### config.mk
export PLATFORM = sky130hd
export DESIGN_NAME = mem_access_stage
export DESIGN_NICKNAME = d
export VERILOG_FILES = /design/src/rtl/mem_stage_pkg.sv /design/src/rtl/mem_lane_align.sv /design/src/rtl/mem_access_stage.sv
export SDC_FILE = /design/constraint.sdc
export NUM_CORES = 1
export LEC_CHECK = 0
export CAP_MARGIN = 0
export CORE_ASPECT_RATIO = 0.5
export CORE_MARGIN = 5
export CORE_UTILIZATION = 47
export DETAILED_ROUTE_END_ITERATION = 7
export PLACE_DENSITY = 0.82
export SLEW_MARGIN = 20
export SYNTH_ARGS = -nofsm -noshare
export SYNTH_HDL_FRONTEND = slang
export SYNTH_HIERARCHICAL = 1
export SYNTH_SLANG_ARGS = --single-unit
### constraint.sdc
create_clock -name clk -period 3.69 [get_ports clk]
set_clock_uncertainty 0.05 [all_clocks]
set_input_delay 1.107 -clock clk [delete_from_list [all_inputs] [get_ports clk]]
set_output_delay 1.107 -clock clk [all_outputs]
set_load 0.01 [all_outputs]
### src/rtl/mem_stage_pkg.sv
// Shared types and helpers for the MEM-stage data-memory engine:
// FSM states, access-size codes, byte-enable and load-lane functions.
package mem_stage_pkg;

  typedef enum logic [1:0] {
    ST_IDLE = 2'd0,
    ST_REQ  = 2'd1,
    ST_DONE = 2'd2
  } state_t;

  localparam logic [1:0] SZ_BYTE = 2'b00;
  localparam logic [1:0] SZ_HALF = 2'b01;
  localparam logic [1:0] SZ_WORD = 2'b10;

  localparam int DEFAULT_MAX_WAIT = 16;

  // Natural alignment: the reserved size code behaves as a word.
  function automatic logic [1:0] align_offset(input logic [1:0] size, input logic [1:0] off);
    case (size)
      SZ_BYTE: return off;
      SZ_HALF: return {off[1], 1'b0};
      default: return 2'b00;
    endcase
  endfunction

  function automatic logic is_misaligned(input logic [1:0] size, input logic [1:0] off);
    case (size)
      SZ_BYTE: return 1'b0;
      SZ_HALF: return off[0];
      default: return off != 2'b00;
    endcase
  endfunction

  function automatic logic [3:0] gen_be(input logic [1:0] size, input logic [1:0] off);
    case (size)
      SZ_BYTE: return 4'b0001 << off;
      SZ_HALF: return off[1] ? 4'b1100 : 4'b0011;
      default: return 4'b1111;
    endcase
  endfunction

  function automatic logic [31:0] lane_extract(input logic [31:0] rdata, input logic [1:0] size,
                                               input logic sign, input logic [1:0] off);
    logic [31:0] lane;
    lane = rdata >> {off, 3'b000};
    case (size)
      SZ_BYTE: return {{24{sign & lane[7]}}, lane[7:0]};
      SZ_HALF: return {{16{sign & lane[15]}}, lane[15:0]};
      default: return rdata;
    endcase
  endfunction

endpackage

### src/rtl/mem_lane_align.sv
// Combinational lane steering: byte enables, store-data replication and
// load-data extraction with sign/zero extension.
module mem_lane_align
  import mem_stage_pkg::*;
(
  input  logic [1:0]  size,
  input  logic        sign,
  input  logic [1:0]  offset,
  input  logic [31:0] wdata,
  input  logic [31:0] rdata,
  output logic [3:0]  be,
  output logic [31:0] wdata_rep,
  output logic [31:0] rdata_ext
);

  always_comb begin
    be        = gen_be(size, offset);
    rdata_ext = lane_extract(rdata, size, sign, offset);
    case (size)
      SZ_BYTE: wdata_rep = {4{wdata[7:0]}};
      SZ_HALF: wdata_rep = {2{wdata[15:0]}};
      default: wdata_rep = wdata;
    endcase
  end

endmodule

### src/rtl/mem_access_stage.sv
// MEM-stage load/store engine: req/ack bus transaction with stall and timeout.
// Optional misaligned-access trap enabled by defining MEM_MISALIGN_TRAP_EN.
module mem_access_stage
  import mem_stage_pkg::*;
#(
  parameter int MAX_WAIT = DEFAULT_MAX_WAIT,
  parameter int ADDR_W   = 32
) (
  input  logic              clk,
  input  logic              reset,
  input  logic              m_valid,
  input  logic              m_mem_rd,
  input  logic              m_mem_wr,
  input  logic [1:0]        m_size,
  input  logic              m_sign,
  input  logic [31:0]       m_addr,
  input  logic [31:0]       m_wdata,
  output logic              bus_req,
  output logic              bus_we,
  output logic [ADDR_W-1:0] bus_addr,
  output logic [3:0]        bus_be,
  output logic [31:0]       bus_wdata,
  input  logic              bus_ack,
  input  logic [31:0]       bus_rdata,
  output logic [31:0]       m_memRd,
  output logic              m_stall,
  output logic              m_misalign,
  output logic              bus_timeout
);

  localparam logic [7:0] WAIT_LAST = 8'(MAX_WAIT - 1);

  state_t      state;
  logic [7:0]  wait_cnt;
  logic [1:0]  lat_size;
  logic [1:0]  lat_off;
  logic        lat_sign;
  logic        lat_rd;

  logic        access;
  logic        misal;
  logic        start;
  logic [1:0]  eff_off;
  logic [1:0]  la_size;
  logic [1:0]  la_off;
  logic [3:0]  la_be;
  logic [31:0] la_wdata;
  logic [31:0] la_rdata;

  always_comb begin
    access  = m_valid & (m_mem_rd | m_mem_wr);
    eff_off = align_offset(m_size, m_addr[1:0]);
`ifdef MEM_MISALIGN_TRAP_EN
    misal   = access & is_misaligned(m_size, m_addr[1:0]);
`else
    misal   = 1'b0;
`endif
    start   = (state == ST_IDLE) & access & ~misal;
    m_stall = start | (state == ST_REQ);
    // One lane unit serves both directions: request fields in IDLE, load data in REQ.
    la_size = (state == ST_IDLE) ? m_size  : lat_size;
    la_off  = (state == ST_IDLE) ? eff_off : lat_off;
  end

  mem_lane_align u_lane (
    .size      (la_size),
    .sign      (lat_sign),
    .offset    (la_off),
    .wdata     (m_wdata),
    .rdata     (bus_rdata),
    .be        (la_be),
    .wdata_rep (la_wdata),
    .rdata_ext (la_rdata)
  );

  always_ff @(posedge clk or negedge reset) begin
    if (!reset) begin
      state       <= ST_IDLE;
      wait_cnt    <= '0;
      lat_size    <= '0;
      lat_off     <= '0;
      lat_sign    <= 1'b0;
      lat_rd      <= 1'b0;
      bus_req     <= 1'b0;
      bus_we      <= 1'b0;
      bus_addr    <= '0;
      bus_be      <= '0;
      bus_wdata   <= '0;
      m_memRd     <= '0;
      m_misalign  <= 1'b0;
      bus_timeout <= 1'b0;
    end else begin
      m_misalign <= misal & (state == ST_IDLE);
      case (state)
        ST_IDLE: begin
          if (start) begin
            state     <= ST_REQ;
            bus_req   <= 1'b1;
            bus_we    <= m_mem_wr;
            bus_addr  <= {m_addr[ADDR_W-1:2], 2'b00};
            bus_be    <= la_be;
            bus_wdata <= la_wdata;
            lat_size  <= m_size;
            lat_sign  <= m_sign;
            lat_off   <= eff_off;
            lat_rd    <= m_mem_rd;
            wait_cnt  <= '0;
          end
        end
        ST_REQ: begin
          // Ack takes priority over an expiring wait counter.
          if (bus_ack) begin
            bus_req <= 1'b0;
            m_memRd <= lat_rd ? la_rdata : 32'd0;
            state   <= ST_DONE;
          end else if (wait_cnt == WAIT_LAST) begin
            bus_req     <= 1'b0;
            bus_timeout <= 1'b1;
            m_memRd     <= '0;
            state       <= ST_DONE;
          end else begin
            wait_cnt <= wait_cnt + 8'd1;
          end
        end
        ST_DONE: begin
          m_memRd <= '0;
          state   <= ST_IDLE;
        end
        default: state <= ST_IDLE;
      endcase
    end
  end

endmodule

==> run summary <==
The number of global-route vias before repair came out at 5323. Of the total synthesized cell area, the portion taken by full adders, half adders and majority gates is 0.007921. The count of boundary I/O pins is 210. The actual transition at the worst max-transition pin is 0.9506 ns. The setup TNS after final layout came out at 0 ns. Of the post-synthesis cell area, the dominant cell type holds 0.4634. The number of diodes added for antenna fixing came out at 0. The sequential cell area in the final layout came out at 2928 sq um.

The number of fill cells in the layout is 988. The reported leakage power is 3.916 nW. The source-to-sink clock delay at the later pin of the worst-skew pair came out at 0.40 ns. The final period demand of the worst path came out at 3.637 ns.

In this run the standard cell core region covers 12920 sq um. By instance count, the cell type seen most on the critical path is sky130_fd_sc_hd__clkdlybuf4s50_1. The cell with the most instances after synthesis is sky130_fd_sc_hd__dfrtp_1. After global routing, the most crowded layer is met2. The clock power share is 0.211. The worst setup path is captured at an output pin. The internal portion of total power is 4.960 mW. The area of the die came out at 16000 sq um. The total via count in the routed design is 5069. The number of antenna violations at the first check in global routing is 0. The global routing usage summed across all routing layers came out at 0.2124.

The met1 capacity usage during global routing came out at 0.2427. The switching part of the total is 0.3578. Yosys attributes the largest share of cell area to sky130_fd_sc_hd__dfrtp_1 (46%), sky130_fd_sc_hd__mux2_2 (16%), sky130_fd_sc_hd__mux2i_1 (8.6%). The power per cell area came out at 859.8 nW/um^2. For this design, the sink count on the clock tree is 117. The combined area of all synthesized cells is 6319 sq um. The proportion of power drawn by combinational gates is 0.512. The peak clock frequency supported by timing came out at 274.9 MHz.

By area, the combinational part of the netlist is dominated by multiplexers. The post-synthesis compound-gate area fraction was 0.07921. The utilization of the core after routing is 0.6954. The multi-input combinational cell area came out at 2928 sq um.

The worst slew slack as a fraction of its limit came out at 0.3663. The portion of synthesized area spent on multiplexers is 0.2535. The last weighted congestion value of the routability-driven placer is 0.8242. For this run, the leading register cell type out of synthesis is sky130_fd_sc_hd__dfrtp_1. The top fanout value on the critical path is 3. The met2 track utilization from global routing came out at 0.3724. The detailed router's first-iteration violation count is 375. The die span in x is 174.0 um.

The post-CTS clock slew at the launch and capture registers of the worst setup and hold paths came out at 0.05 ns. By count the netlist is led by sky130_fd_sc_hd__dfrtp_1 (117), sky130_fd_sc_hd__nand2_1 (99), sky130_fd_sc_hd__mux2_2 (92), sky130_fd_sc_hd__mux2i_1 (54), sky130_fd_sc_hd__inv_1 (41). In this run the number of H-tree levels came out at 4. The slowest stage of the critical path belongs to the cell sky130_fd_sc_hd__clkdlybuf4s50_1. The portion of the post-synthesis area used by sequential elements is 0.4634.

The root buffer cell chosen for the clock tree is sky130_fd_sc_hd__clkbuf_16. The final number of hold-violating endpoints came out at 0. The switching power of the nets came out at 2.763 mW.

The number of setup violations in the final report is 0. The data arrival time of the critical path is 2.48 ns. The buffer depth of the longest clock path is 2. The first global-routing pass estimated 27.23 mm of wire.

In the routed layout, each cell is associated on average with a via count of 5.231. The data required time at the worst endpoint came out at 2.53 ns. After the last flow step, the layout net total stands at 895. The share of power burned in registers came out at 0.277. The fraction of final layout cells with drive strength greater than 1 is 0.1902. The global routing met3 resource utilization is 0.07149.

The initial standard-cell utilization of the core is 0.4892. The library cell with the largest summed area after synthesis is sky130_fd_sc_hd__dfrtp_1. The synthesized-area fraction occupied by and/or/nand/nor cells is 0.1190.

Of the total synthesized cell area, the portion taken by XOR and XNOR cells is 0. The number of gates given a new drive strength after cts came out at 0. In the final routed layout, each cell accounts on average for 17.61 um. In this run, distinct cell masters in the synthesized netlist total 54. The run finished with clean final reports. The detailed-routing iteration count for the pre-antenna-repair pass came out at 5.

IR analysis of the VDD net gives a maximum drop of 0.4856 mV. The average cell area after synthesis is 10.67 sq um. The final antenna-violating net count came out at 0. The worst hold-check path type is reg -> reg. The final clock period utilization by the worst path came out at 0.9857. For this run the aggregate overflow at the end of global routing stands at 0. The number of standard-cell rows in the floorplan came out at 29.

STA classifies the critical path startpoint as an input port. The number of design rule violations left after detail routing is 0. The vertical die dimension came out at 91.99 um. Synthesis inferred 117 register bits. The final max-slew violation count is 0. The HPWL reported at the end of detailed placement is 12.41 mm. The synthesis-to-layout area growth is 42.16%. TritonCTS built the clock tree.

Buffers placed on the I/O ports in this run total 206. Buffers inserted during clock tree synthesis total 17. The critical path is of the in -> out type. The number of warnings reported in the yosys synthesis log came out at 6. The wire length reported by the detailed router came out at 17.07 mm. The largest single stage delay on the critical path is 0.54 ns. In the synthesized netlist the async set-or-reset flop fraction comes to 1.000. The tool flagged a number of max-cap violations equal to 0. The post-synthesis cell count came out at 592. The pin count of the biggest net entering global routing came out at 76. The signal on the critical path passes through clkdlybuf4s50_1 > o21a_1 > nand2_2 > nand2_1 > clkdlybuf4s50_1. Setup repair after global routing left no endpoint under its margin. The number of enable-type register cells in the synthesized netlist came out at 0.
cell usage in the layout, fill, tap and decap left out, types with 4 or more instances in the layout:
cell and count:
sky130_fd_sc_hd__a21oi_1 17, sky130_fd_sc_hd__buf_4 13, sky130_fd_sc_hd__o21ai_0 28, sky130_fd_sc_hd__a22oi_1 4, sky130_fd_sc_hd__clkdlybuf4s50_1 205, sky130_fd_sc_hd__dfrtp_1 117
sky130_fd_sc_hd__nand3_1 7, sky130_fd_sc_hd__nor2_1 12, sky130_fd_sc_hd__ha_1 4, sky130_fd_sc_hd__o2bb2ai_1 5, sky130_fd_sc_hd__clkinvlp_4 5, sky130_fd_sc_hd__mux2_2 92
sky130_fd_sc_hd__clkbuf_16 17, sky130_fd_sc_hd__o21bai_1 5, sky130_fd_sc_hd__nand2_1 98, sky130_fd_sc_hd__nor2b_1 11, sky130_fd_sc_hd__mux2i_1 53, sky130_fd_sc_hd__inv_1 41
sky130_fd_sc_hd__nand3b_1 5
layer usage:
layer | up-vias | wire length [um]
met5 | - | 0
met4 | 0 | 344
met3 | 23 | 1172
met2 | 172 | 8795
met1 | 2481 | 6755
li1 | 2393 | -
power groups by stage:
stage          Sequential, mW  Combinational (mW)  Clock, mW
2_1_floorplan            2.36                2.21          0
3_3_place_gp             2.12                3.89          0
3_5_place_dp             2.15                3.97          0
4_1_cts                  2.14                3.99       1.65
5_1_grt                  2.21                4.27       1.73
6_report                 2.14                3.96       1.63
timing repair:
action | in CTS | in global routing
endpoints found under the setup margin | 0 | 1
setup buffers | 0 | 1
hold buffers | 0 | 0
state kept, by name (all words and copies together), names as in the netlist:
register,flops
wait_cnt,8
lat_sign,1
lat_off,2
bus_wdata,32
bus_addr,30
bus_timeout,1
lat_rd,1
lat_size,2
bus_be,4
m_memRd,32
bus_req,1
bus_we,1
state,2
cell families after synthesis:
group | after synthesis
other | 1
muxes | 148
AOI/OAI and AO/OA | 79
and+or+nand+nor | 155
DFF | 117
buffers and inverters | 88
adders and majority gates | 4
final timing paths:
path / end / cells after the start / slack [ns] / start
min in group asynchronous: bus_addr[6] / 1 / 0.50 / reset
worst min register to register: lat_off[0] / 2 / 0.44 / lat_off[0]
worst max-delay path: m_stall / 5 / 0.05 / m_mem_rd
worst max register to register: m_memRd[21] / 11 / 0.74 / state[0]
max in group asynchronous: m_memRd[3] / 2 / 2.41 / reset
worst min-delay path: lat_off[0] / 2 / 0.44 / lat_off[0]
metrics by stage:
| step | setup slack (ns) | area, sq um | instances | hold WS [ns] | power (mW) |
|---|---|---|---|---|---|
| after global routing | 0.003476 | 8982 | 969 | 0.4609 | 8.203 |
| after floorplan | 0.6431 | 6326 | 594 | 0.3998 | 4.566 |
| final | 0.05268 | 8982 | 969 | 0.4396 | 7.723 |
| after CTS | 0.03379 | 8975 | 968 | 0.4429 | 7.780 |
| after detailed placement | 0.04316 | 8388 | 936 | 0.4309 | 6.117 |
| after global placement | 0.07053 | 8388 | 936 | 0.3909 | 6.006 |
cell type report:
type / instances / area share
Sequential cell: 117 / 0.3260
Tap cell: 170 / 0.02368
Clock buffer: 20 / 0.05084
Timing Repair Buffer: 219 / 0.2415
Multi-Input combinational cell: 389 / 0.3260
Inverter: 42 / 0.01755
Clock inverter: 12 / 0.01449
worst max-delay path: cells and delay by family:
| family | cells | cell delay, ns |
|---|---|---|
| and+or+nand+nor | 2 | 0.18 |
| AOI/OAI and AO/OA | 1 | 0.17 |
| buffers and inverters | 2 | 1.03 |
Power figures use the tool's default switching activity.
